`src/rtl/watch_key_ctrl_if.sv`:
```
// Control bundle from the key sequencer to the watch/stopwatch datapath.
// All signals are registered by the sequencer; the datapath only listens.
interface watch_key_ctrl_if;
   logic [1:0] mode;
   logic [1:0] set_digit;
   logic       set_inc;
   logic       tmr_run;
   logic       tmr_clr;

   modport master (output mode, output set_digit, output set_inc, output tmr_run, output tmr_clr);
   modport slave  (input  mode, input  set_digit, input  set_inc, input  tmr_run, input  tmr_clr);
endinterface

```
`src/rtl/watch_key_ctrl.sv`:
```
// Key sequencer: sync + debounce two keys, classify short/long/chord, drive mode FSM.
// Latency: raw edge to debounced flip 2+DEBOUNCE_CYC cycles, event to output 1 cycle; no backpressure.
module watch_key_ctrl #(
   parameter int CLK_HZ          = 50_000_000,
   parameter int DEBOUNCE_CYC    = CLK_HZ / 50,
   parameter int LONG_CYC        = CLK_HZ,
   parameter int SET_TIMEOUT_CYC = CLK_HZ * 10
) (
   input  logic clk,
   input  logic rst_n,
   input  logic key_1_n,
   input  logic key_2_n,
   watch_key_ctrl_if.master ctl
);
   localparam int DBW = $clog2(DEBOUNCE_CYC) + 1;
   localparam int HW  = $clog2(LONG_CYC) + 1;
   localparam int IW  = $clog2(SET_TIMEOUT_CYC) + 1;

   localparam logic [DBW-1:0] DB_LAST   = DBW'(DEBOUNCE_CYC - 1);
   localparam logic [HW-1:0]  LONG_MAX  = HW'(LONG_CYC);
   localparam logic [HW-1:0]  LONG_M1   = HW'(LONG_CYC - 1);
   localparam logic [IW-1:0]  IDLE_LAST = IW'(SET_TIMEOUT_CYC - 1);

   localparam logic [1:0] ST_WATCH = 2'd0;
   localparam logic [1:0] ST_SET   = 2'd1;
   localparam logic [1:0] ST_TIMER = 2'd2;

   logic [1:0]     sync_a, sync_b;
   logic [1:0]     pk;
   logic [1:0]     db;
   logic [1:0]     armed;
   logic [1:0]     kp, kp_q, rel;
   logic [DBW-1:0] db_cnt [2];
   logic [HW-1:0]  hold_cnt;
   logic           chord;
   logic [IW-1:0]  idle_cnt;

   logic [1:0] state;
   logic [1:0] set_digit;
   logic       set_inc, tmr_run, tmr_clr;

   logic hold_hit, chord_now;
   logic k1_short, k2_short, k1_long, k2_long, chord_long, any_evt;

   // Synchroniser resets to "pressed" so a key held through reset never looks
   // released, which keeps it unarmed until a real release is observed.
   always_ff @(posedge clk or negedge rst_n) begin
      if (!rst_n) begin
         sync_a <= 2'b00;
         sync_b <= 2'b00;
      end else begin
         sync_a <= {key_2_n, key_1_n};
         sync_b <= sync_a;
      end
   end

   assign pk = ~sync_b;

   always_ff @(posedge clk or negedge rst_n) begin
      if (!rst_n) begin
         db    <= 2'b00;
         armed <= 2'b00;
         kp_q  <= 2'b00;
         for (int i = 0; i < 2; i++) db_cnt[i] <= '0;
      end else begin
         kp_q <= kp;
         for (int i = 0; i < 2; i++) begin
            if (pk[i] == db[i]) begin
               db_cnt[i] <= '0;
            end else if (db_cnt[i] == DB_LAST) begin
               db[i]     <= pk[i];
               db_cnt[i] <= '0;
            end else begin
               db_cnt[i] <= db_cnt[i] + 1'b1;
            end
            if (!db[i] && !pk[i]) armed[i] <= 1'b1;
         end
      end
   end

   assign kp  = db & armed;
   assign rel = kp_q & ~kp;

   always_ff @(posedge clk or negedge rst_n) begin
      if (!rst_n) begin
         hold_cnt <= '0;
         chord    <= 1'b0;
      end else begin
         if (kp == 2'b00) begin
            hold_cnt <= '0;
            chord    <= 1'b0;
         end else begin
            if (hold_cnt != LONG_MAX) hold_cnt <= hold_cnt + 1'b1;
            if (kp == 2'b11) chord <= 1'b1;
         end
      end
   end

   // Hold saturates at LONG_CYC, so the long events and the short-release
   // qualification (hold below LONG_CYC) each happen at most once per press.
   assign hold_hit   = (kp != 2'b00) && (hold_cnt == LONG_M1);
   assign chord_now  = chord | (&kp);
   assign k1_long    = hold_hit & kp[0] & ~chord_now;
   assign k2_long    = hold_hit & kp[1] & ~chord_now;
   assign chord_long = hold_hit & chord_now;
   assign k1_short   = rel[0] & (hold_cnt != LONG_MAX) & ~chord;
   assign k2_short   = rel[1] & (hold_cnt != LONG_MAX) & ~chord;
   assign any_evt    = k1_short | k2_short | k1_long | k2_long | chord_long;

   always_ff @(posedge clk or negedge rst_n) begin
      if (!rst_n) begin
         state     <= ST_WATCH;
         set_digit <= 2'd0;
         set_inc   <= 1'b0;
         tmr_run   <= 1'b0;
         tmr_clr   <= 1'b0;
         idle_cnt  <= '0;
      end else begin
         set_inc <= 1'b0;
         tmr_clr <= 1'b0;
         case (state)
            ST_WATCH: begin
               if (k1_long) begin
                  state <= ST_TIMER;
               end else if (chord_long) begin
                  state     <= ST_SET;
                  set_digit <= 2'd0;
                  idle_cnt  <= '0;
               end
            end
            ST_SET: begin
               if (k1_long || chord_long) begin
                  state <= ST_WATCH;
               end else if (!any_evt && idle_cnt == IDLE_LAST) begin
                  state <= ST_WATCH;
               end else begin
                  if (k1_short) set_digit <= set_digit + 2'd1;
                  if (k2_short) set_inc <= 1'b1;
                  idle_cnt <= any_evt ? '0 : idle_cnt + 1'b1;
               end
            end
            ST_TIMER: begin
               if (k1_long) begin
                  state   <= ST_WATCH;
                  tmr_run <= 1'b0;
               end else if (k1_short) begin
                  tmr_clr <= 1'b1;
                  tmr_run <= 1'b0;
               end else if (k2_short) begin
                  tmr_run <= ~tmr_run;
               end
            end
            default: begin
               state   <= ST_WATCH;
               tmr_run <= 1'b0;
            end
         endcase
      end
   end

   assign ctl.mode      = state;
   assign ctl.set_digit = set_digit;
   assign ctl.set_inc   = set_inc;
   assign ctl.tmr_run   = tmr_run;
   assign ctl.tmr_clr   = tmr_clr;
endmodule

```
`src/flat_wrapper.sv`:
```
// flat-port wrapper written by rule: the top's interface ports become plain ports
module watch_key_ctrl_flat 
#(
   parameter int CLK_HZ          = 50_000_000,
   parameter int DEBOUNCE_CYC    = CLK_HZ / 50,
   parameter int LONG_CYC        = CLK_HZ,
   parameter int SET_TIMEOUT_CYC = CLK_HZ * 10
)
  (clk, rst_n, key_1_n, key_2_n, ctl_mode, ctl_set_digit, ctl_set_inc, ctl_tmr_run, ctl_tmr_clr);
  watch_key_ctrl_if ctl_i ();
  input  logic clk;
  input  logic rst_n;
  input  logic key_1_n;
  input  logic key_2_n;
  output wire logic [$bits(ctl_i.mode)-1:0] ctl_mode;
  output wire logic [$bits(ctl_i.set_digit)-1:0] ctl_set_digit;
  output wire logic [$bits(ctl_i.set_inc)-1:0] ctl_set_inc;
  output wire logic [$bits(ctl_i.tmr_run)-1:0] ctl_tmr_run;
  output wire logic [$bits(ctl_i.tmr_clr)-1:0] ctl_tmr_clr;
  assign ctl_mode = ctl_i.mode;
  assign ctl_set_digit = ctl_i.set_digit;
  assign ctl_set_inc = ctl_i.set_inc;
  assign ctl_tmr_run = ctl_i.tmr_run;
  assign ctl_tmr_clr = ctl_i.tmr_clr;
  watch_key_ctrl #(.CLK_HZ(CLK_HZ), .DEBOUNCE_CYC(DEBOUNCE_CYC), .LONG_CYC(LONG_CYC), .SET_TIMEOUT_CYC(SET_TIMEOUT_CYC)) u_core (.clk(clk), .rst_n(rst_n), .key_1_n(key_1_n), .key_2_n(key_2_n), .ctl(ctl_i));
endmodule
```
`config.mk`:
```
export PLATFORM = sky130hd
export DESIGN_NAME = watch_key_ctrl_flat
export DESIGN_NICKNAME = d
export VERILOG_FILES = /design/src/rtl/watch_key_ctrl_if.sv /design/src/rtl/watch_key_ctrl.sv /design/src/flat_wrapper.sv
export SDC_FILE = /design/constraint.sdc
export NUM_CORES = 1
export LEC_CHECK = 0
export BUFFER_PORTS_ARGS = -buffer_cell sky130_fd_sc_hd__buf_2
export CAP_MARGIN = 20
export CORE_UTILIZATION = 45
export DETAILED_ROUTE_END_ITERATION = 8
export PLACE_DENSITY_LB_ADDON = 0.1
export SLEW_MARGIN = 20
export SYNTH_ARGS = -nofsm -noshare
export SYNTH_HDL_FRONTEND = slang
export SYNTH_SLANG_ARGS = --single-unit
```
`constraint.sdc`:
```
create_clock -name clk -period 2.6 [get_ports clk]
set_input_delay 0.26 -clock clk [delete_from_list [all_inputs] [get_ports clk]]
set_output_delay 0.26 -clock clk [all_outputs]
set_load 0.1 [all_outputs]
```
After elaboration in Yosys (flattened, before gate mapping)
Cells that the tools add are included.
{"block": "op_classes", "addsub": 5, "eq_ne": 19, "muxes": 37, "bitwise": 24, "n_reduce_logical": 24}
{"op": "$mux W30", "n": 5}
{"op": "$mux W21", "n": 4}
{"op": "$pmux W30 S2", "n": 1}
{"op": "$mux W27", "n": 2}
{"op": "$add A21 B1 Y21 const B", "n": 2}
{"op": "$eq A21 B20 Y1 const B", "n": 2}
{"op": "$add A30 B1 Y30 const B", "n": 1}
{"op": "$eq A30 B29 Y1 const B", "n": 1}
{"op": "$add A27 B1 Y27 const B", "n": 1}
{"op": "$eq A27 B26 Y1 const B", "n": 1}
{"op": "$ne A27 B26 Y1 const B", "n": 1}
{"op": "$mux W2", "n": 10}
{"op": "$mux W1", "n": 12}
{"op": "$and A1 B1 Y1", "n": 9}
{"op": "$reduce_and A2 Y1", "n": 4}
{"op": "$reduce_bool A2 Y1", "n": 4}
{"op": "$ne A2 B1 Y1 const B", "n": 3}
{"op": "$ne A2 B2 Y1 const B", "n": 3}
{"op": "$ne A3 B1 Y1 const B", "n": 2}
{"op": "$not A1 Y1", "n": 6}
{"op": "$pmux W2 S3", "n": 1}
{"op": "$reduce_and A6 Y1", "n": 1}
{"op": "$logic_not A1 Y1", "n": 5}
{"op": "$or A1 B1 Y1", "n": 5}
{"op": "15 further kinds", "n": 23}
{"block": "totals", "register_bits": 117, "output_inout_bits": 7}

Depth between registers and ports, before layout
{"block": "depth", "ltp_word": 14, "depth_mapped": 11, "ltp_nobuf": 10}

Least setup slack after synthesis
Ideal clock, no wire load.
{"block": "synth_path", "kind": "register to register", "start": "register u_core.state[1], in the netlist u_core.ctl.mode[1]", "end": "register u_core.idle_cnt[24]", "setup_time_ns": 0.126, "arrival_ns": 2.391, "slack_ns": 0.083, "path_stages_with_launch": 7, "period_less_slack_ns": 2.517, "cell_sequence": "dfrtp_1 or3_1 or4_4 buf_6 and2_4 buf_6 a221o_1"}
{"block": "synth_between", "elab_chain_len": 3, "word_cells_on_any_way": 9, "cone_classes": "eq/ne (5); mux (1); reduce/logical (3)"}
{"element": "start, declared", "line": "watch_key_ctrl.sv:38", "source": "logic [1:0] state;"}
{"element": "start signal, assigned", "line": "watch_key_ctrl.sv:112", "source": "state <= ST_WATCH;"}
{"element": "start signal, assigned", "line": "watch_key_ctrl.sv:124", "source": "state <= ST_TIMER;"}
{"element": "start signal, assigned", "line": "watch_key_ctrl.sv:126", "source": "state <= ST_SET;"}
{"element": "$eq A2 B1 Y1 or $logic_not A2 Y1 (tied branches)", "line": "watch_key_ctrl.sv:121", "source": "case (state)"}
{"element": "$ne A2 B2 Y1 (no source line) (tied with other cells)"}
{"element": "$reduce_and A5 Y1 (no source line)"}
{"element": "end signal, assigned", "line": "watch_key_ctrl.sv:139", "source": "idle_cnt <= any_evt ? '0 : idle_cnt + 1'b1;"}
{"element": "end, declared", "line": "watch_key_ctrl.sv:36", "source": "logic [IW-1:0] idle_cnt;"}
Parallel ways exist; a longest one is shown, timed or not.
A chain may end at the register's enable or synchronous reset.

Worst setup path in the final report
{"block": "layout_path", "start": "register u_core.db[1]", "end": "register u_core.idle_cnt[4]"}
{"block": "layout_between", "elab_chain_len": 13, "word_cells_on_any_way": 31, "cone_classes": "eq/ne (4); mux (4); bitwise (16); reduce/logical (7)"}
{"element": "start, declared", "line": "watch_key_ctrl.sv:30", "source": "logic [1:0] db;"}
{"element": "start signal, assigned by index", "line": "watch_key_ctrl.sv:71", "source": "db[i] <= pk[i];"}
{"element": "$and A2 B2 Y2 (*)", "line": "watch_key_ctrl.sv:81", "source": "assign kp = db & armed;"}
{"element": "$not A2 Y2", "line": "watch_key_ctrl.sv:82", "source": "assign rel = kp_q & ~kp;"}
{"element": "$and A2 B2 Y2", "line": "watch_key_ctrl.sv:82"}
{"element": "$and A1 B1 Y1 (2 in a row)", "line": "watch_key_ctrl.sv:107", "source": "assign k2_short = rel[1] & (hold_cnt != LONG_MAX) & ~chord;"}
{"element": "$or A1 B1 Y1 (4 in a row)", "line": "watch_key_ctrl.sv:108", "source": "assign any_evt = k1_short | k2_short | k1_long | k2_long | chord_long;"}
{"element": "$mux W30 or $logic_not A1 Y1 (tied branches)", "line": "watch_key_ctrl.sv:139, watch_key_ctrl.sv:134"}
{"element": "$mux W30 or $logic_and A1 B1 Y1 (tied branches)", "line": "watch_key_ctrl.sv:134", "source": "end else if (!any_evt && idle_cnt == IDLE_LAST) begin"}
{"element": "$mux W30 or $ne A2 B2 Y1 (tied branches)"}
{"element": "$pmux W30 S2 or $reduce_and A5 Y1 (tied branches)"}
Mark *: on every way between the ends. The rest lies on a longest branch, timed or not. The select of a mux whose other input is x is not followed.

==> results_tabular.tex <==
\begin{tabular}{lr}
\hline
Metric & Value \\
\hline
\multicolumn{2}{l}{\textbf{Run status}} \\
Run status & completed \\
\multicolumn{2}{l}{\textbf{STA}} \\
Clock skew & 0.00726 ns \\
Tightest Pin Transition & 0.712 ns \\
Fin crit period & 2.49 ns \\
Final Hold Fails & 0 \\
Max\_slew headroom & 52.5\% \\
Upper clock frequency limit & 402 MHz \\
Setup Viol. Count Final & 0 \\
Final worst slack & 0.113 ns \\
WHS & 0.313 ns \\
RSZ-0062 raised after global routing & false \\
Slew Viols, Final & 0 \\
Final worst path period share & 95.6\% \\
\multicolumn{2}{l}{\textbf{Die}} \\
Height of the die & 118 microns \\
Horiz. Die Dim & 118 microns \\
Area enclosed by the die boundary & 0.0140 sq mm \\
Starting density of the core & 46.0\% \\
Core outline area & 0.0132 sq mm \\
Row count & 42 \\
\# IOs & 11 \\
\multicolumn{2}{l}{\textbf{Placed design}} \\
Minimum setup slack after placement & -0.118 ns \\
Detailed placement HPWL & 9200 microns \\
Port Buffers & 10 \\
Weighted congestion reported at the end of routability-driven placement & 0.832 \\
\multicolumn{2}{l}{\textbf{GRT}} \\
Overflow after GRT & 0 \\
Number of antenna violations at the first check in global routing & 0 \\
GRT Total Usage & 21.0\% \\
Maximum number of pins on one net before global-route repair & 60 \\
First-pass GRT wire length & 23500 microns \\
Via count of the first global-routing pass & 4877 \\
\multicolumn{2}{l}{\textbf{Route}} \\
Violation count after the first detailed-route iteration & 260 \\
Routed wire length & 13700 microns \\
Total iterations of the first detailed-routing run & 5 \\
Final routed wire length divided by cell count & 15.3 microns \\
Routed vias/inst & 5.46 \\
Via count of the routed design & 4889 \\
DRT antenna net count & 0 \\
Number of remaining DRC errors & 0 \\
\multicolumn{2}{l}{\textbf{Setup path}} \\
CP Capture Type & register \\
Biggest fanout along the worst timing path & 12 \\
Worst flop-to-flop path endpoint & u\_core.idle\_cnt[4]\$\_DFFE\_PN0P\_ \\
Critical Path RT & 2.89 ns \\
Logic depth of the worst register-to-register path & 8 \\
Slack of the worst reg-to-reg path & 0.11 ns \\
Category of the worst setup path launch point & register \\
Launch point of the worst reg-to-reg path & u\_core.db[1]\$\_DFFE\_PN0P\_ \\
Path type of the worst setup path & reg -> reg \\
Worst EP arrival & 2.78 ns \\
\multicolumn{2}{l}{\textbf{Synthesis}} \\
Async S/R FF share, synth & 100\% \\
Count of yosys warnings during synthesis & 0 \\
Post-synthesis cell area & 0.00610 sq mm \\
Mean cell area of the mapped netlist & 9.39 sq um \\
Number of nets produced by synthesis & 662 \\
Sequential element share of the synthesized area & 48.0\% \\
Number of unique standard cell types used by synthesis & 57 \\
Cell count after synthesis & 649 \\
Count of flip-flops with a built-in enable after synthesis & 0 \\
Synth Register Bits & 117 \\
Main synth FF type & sky130\_fd\_sc\_hd\_\_dfrtp\_1 \\
\multicolumn{2}{l}{\textbf{Min path}} \\
Path class of the lowest-slack min-delay path & in -> async \\
\multicolumn{2}{l}{\textbf{Clocking}} \\
Clk sinks & 117 \\
Clock-pin transition on the worst setup and hold timing paths & 0.05 ns \\
TritonCTS clock tree & built \\
Longest Clk Path Bufs & 2 \\
Clock latency on the worst-skew pair & 0.41 ns \\
Buffer type at the clock tree root & sky130\_fd\_sc\_hd\_\_clkbuf\_16 \\
Number of levels in the clock H-tree & 4 \\
Number of clock buffers inserted by TritonCTS & 17 \\
\multicolumn{2}{l}{\textbf{Cells and area}} \\
Area overhead of the layout relative to synthesis & 19.5\% \\
Number of fillers in the final layout & 1189 \\
Net count, final & 721 \\
Core Util, Final & 55.0\% \\
Number of diodes added for antenna fixing & 0 \\
Share of post-route cells with drive strength above 1 & 16.0\% \\
\multicolumn{2}{l}{\textbf{Power}} \\
Final Power & 0.00419 W \\
Power per standard cell area & 575 mW/mm\^{}2 \\
Worst vdd rail ir drop & 0.436 mV \\
Leakage component of the power & 3.17 nW \\
\multicolumn{2}{l}{\textbf{Flow run}} \\
Count of maximum capacitance violations & 0 \\
\hline
\end{tabular}
metal layers:
metal,up-vias,global-route usage (%),routed length (microns),share of wire [%]
met5,-,0,0,0
met4,0,6.72,124,0.91
met2,74,34.0,6640,49
met1,2384,27.5,6440,47
li1,2421,-,-,-
met3,10,5.21,450,3.3
sequential cells by signal (all words and copies together), names as in the netlist:
register,count
u_core.hold_cnt,27
u_core.sync_a,2
u_core.ctl.set_inc,1
u_core.chord,1
u_core.ctl.set_digit,2
u_core.kp_q,2
u_core.armed,2
u_core.sync_b,2
u_core.ctl.tmr_clr,1
u_core.ctl.mode,2
u_core.idle_cnt,30
u_core.db,2
u_core.db_cnt,42
u_core.ctl.tmr_run,1
worst max-delay path, cell delays in order, from the launching register on:
cell and delay [ns]:
sky130_fd_sc_hd__dfrtp_1 0.35, sky130_fd_sc_hd__nand2_1 0.09, sky130_fd_sc_hd__ha_1 0.20, sky130_fd_sc_hd__and4bb_2 0.32, sky130_fd_sc_hd__nand2_1 0.13, sky130_fd_sc_hd__or4_4 0.65
sky130_fd_sc_hd__buf_4 0.22, sky130_fd_sc_hd__a22o_1 0.23, sky130_fd_sc_hd__a22o_1 0.17
synthesized netlist by cell type (all sizes together), types with 11 or more instances:
cell	count	share of area, %
a22o	13	1.9
nor4	11	1.2
nand2	57	3.5
nand3	73	6.0
inv	19	1.2
nand4	20	2.2
and3	17	1.7
buf	12	1.1
dfrtp	117	48
xnor2	21	3.0
nor3	18	1.6
nor2	93	5.7
xor2	37	5.3
o21ai	19	1.6
layout by cell type, fill, tap and decap left out, types with 4 or more instances in the layout:
cell type                   count
sky130_fd_sc_hd__or2_2          5
sky130_fd_sc_hd__a2bb2oi_1      4
sky130_fd_sc_hd__o211ai_1       6
sky130_fd_sc_hd__buf_2          9
sky130_fd_sc_hd__nor3_1        17
sky130_fd_sc_hd__xor2_1        37
sky130_fd_sc_hd__nand3_1       73
sky130_fd_sc_hd__o21ai_0       18
sky130_fd_sc_hd__ha_1           9
sky130_fd_sc_hd__or3_1          9
sky130_fd_sc_hd__nor4_1         9
sky130_fd_sc_hd__nand2_1       57
sky130_fd_sc_hd__nor4b_1        6
sky130_fd_sc_hd__clkbuf_16     17
sky130_fd_sc_hd__nand4_1       19
sky130_fd_sc_hd__nor2_1        92
sky130_fd_sc_hd__xnor2_1       21
sky130_fd_sc_hd__and2_1         7
sky130_fd_sc_hd__and4_1         7
sky130_fd_sc_hd__dfrtp_1      117
sky130_fd_sc_hd__clkinv_2       4
sky130_fd_sc_hd__a21oi_1        9
sky130_fd_sc_hd__buf_4         48
sky130_fd_sc_hd__inv_1         19
sky130_fd_sc_hd__a22o_1        13
sky130_fd_sc_hd__and3_1        17
area by class of cell:
cell class                 count  area (sq um)  share of cell area, %
sequential                   117          2930                   40.2
tap                          176           220                   3.02
timing repair buffer          62           475                   6.53
multi-input combinational    491          3020                   41.4
inverter                      19          71.3                  0.979
clock inverter                 9           104                   1.43
clock buffer                  21           470                   6.46
how the worst max path moves through the flow:
| stage | endpoint | startpoint | slack, ns | depth (start not counted) |
|---|---|---|---|---|
| after floorplan | u_core.idle_cnt[24]$_DFFE_PN0P_ | u_core.ctl.mode[1]$_DFFE_PN0P_ | 0.08 | 6 |
| after global placement | u_core.idle_cnt[18]$_DFFE_PN0P_ | u_core.db[0]$_DFFE_PN0P_ | 0.02 | 10 |
| after detailed placement | u_core.idle_cnt[19]$_DFFE_PN0P_ | u_core.db[1]$_DFFE_PN0P_ | -0.12 | 10 |
| after CTS | u_core.idle_cnt[20]$_DFFE_PN0P_ | u_core.db[1]$_DFFE_PN0P_ | 0.03 | 9 |
| after global routing | u_core.idle_cnt[3]$_DFFE_PN0P_ | u_core.db[1]$_DFFE_PN0P_ | 0.01 | 8 |
| final | u_core.idle_cnt[4]$_DFFE_PN0P_ | u_core.db[1]$_DFFE_PN0P_ | 0.11 | 8 |
report_power, final:
part / total [W] / switching, W / internal (W)
Combinational: 0.0000737 / 0.0000540 / 0.0000196
Clock: 0.00227 / 0.000805 / 0.00147
Sequential: 0.00184 / 0.00000899 / 0.00183
Total: 0.00419 / 0.000868 / 0.00332
through the flow:
stage / cells / area (sq um) / TNS (ns)
floorplan: 649 / 6100 / 0
global placement: 862 / 6660 / 0
detailed placement: 862 / 6660 / -0.873
CTS: 895 / 7260 / 0
global route: 895 / 7280 / 0
finish: 895 / 7280 / 0
cell families after synthesis:
| family | synth area share (%) |
|---|---|
| AND/OR/NAND/NOR | 29.5 |
| multiplexers | 0.677 |
| adder cells (fa/ha/maj) | 1.85 |
| XOR/XNOR | 8.33 |
| buffers and inverters | 2.91 |
| AO/OA/AOI/OAI | 8.70 |
| flip-flops | 48.0 |
repair_timing:
item / 4_1_cts / 5_1_grt
hold buffers: 3 / 0
pin swaps: 0 / 2
endpoints found under the hold margin: 28 / 0
gates resized for setup: 1 / 5
buffers inserted: 0 / 0
endpoints found under the setup margin: 13 / 13
No activity file was read; power rests on OpenSTA's default activity.
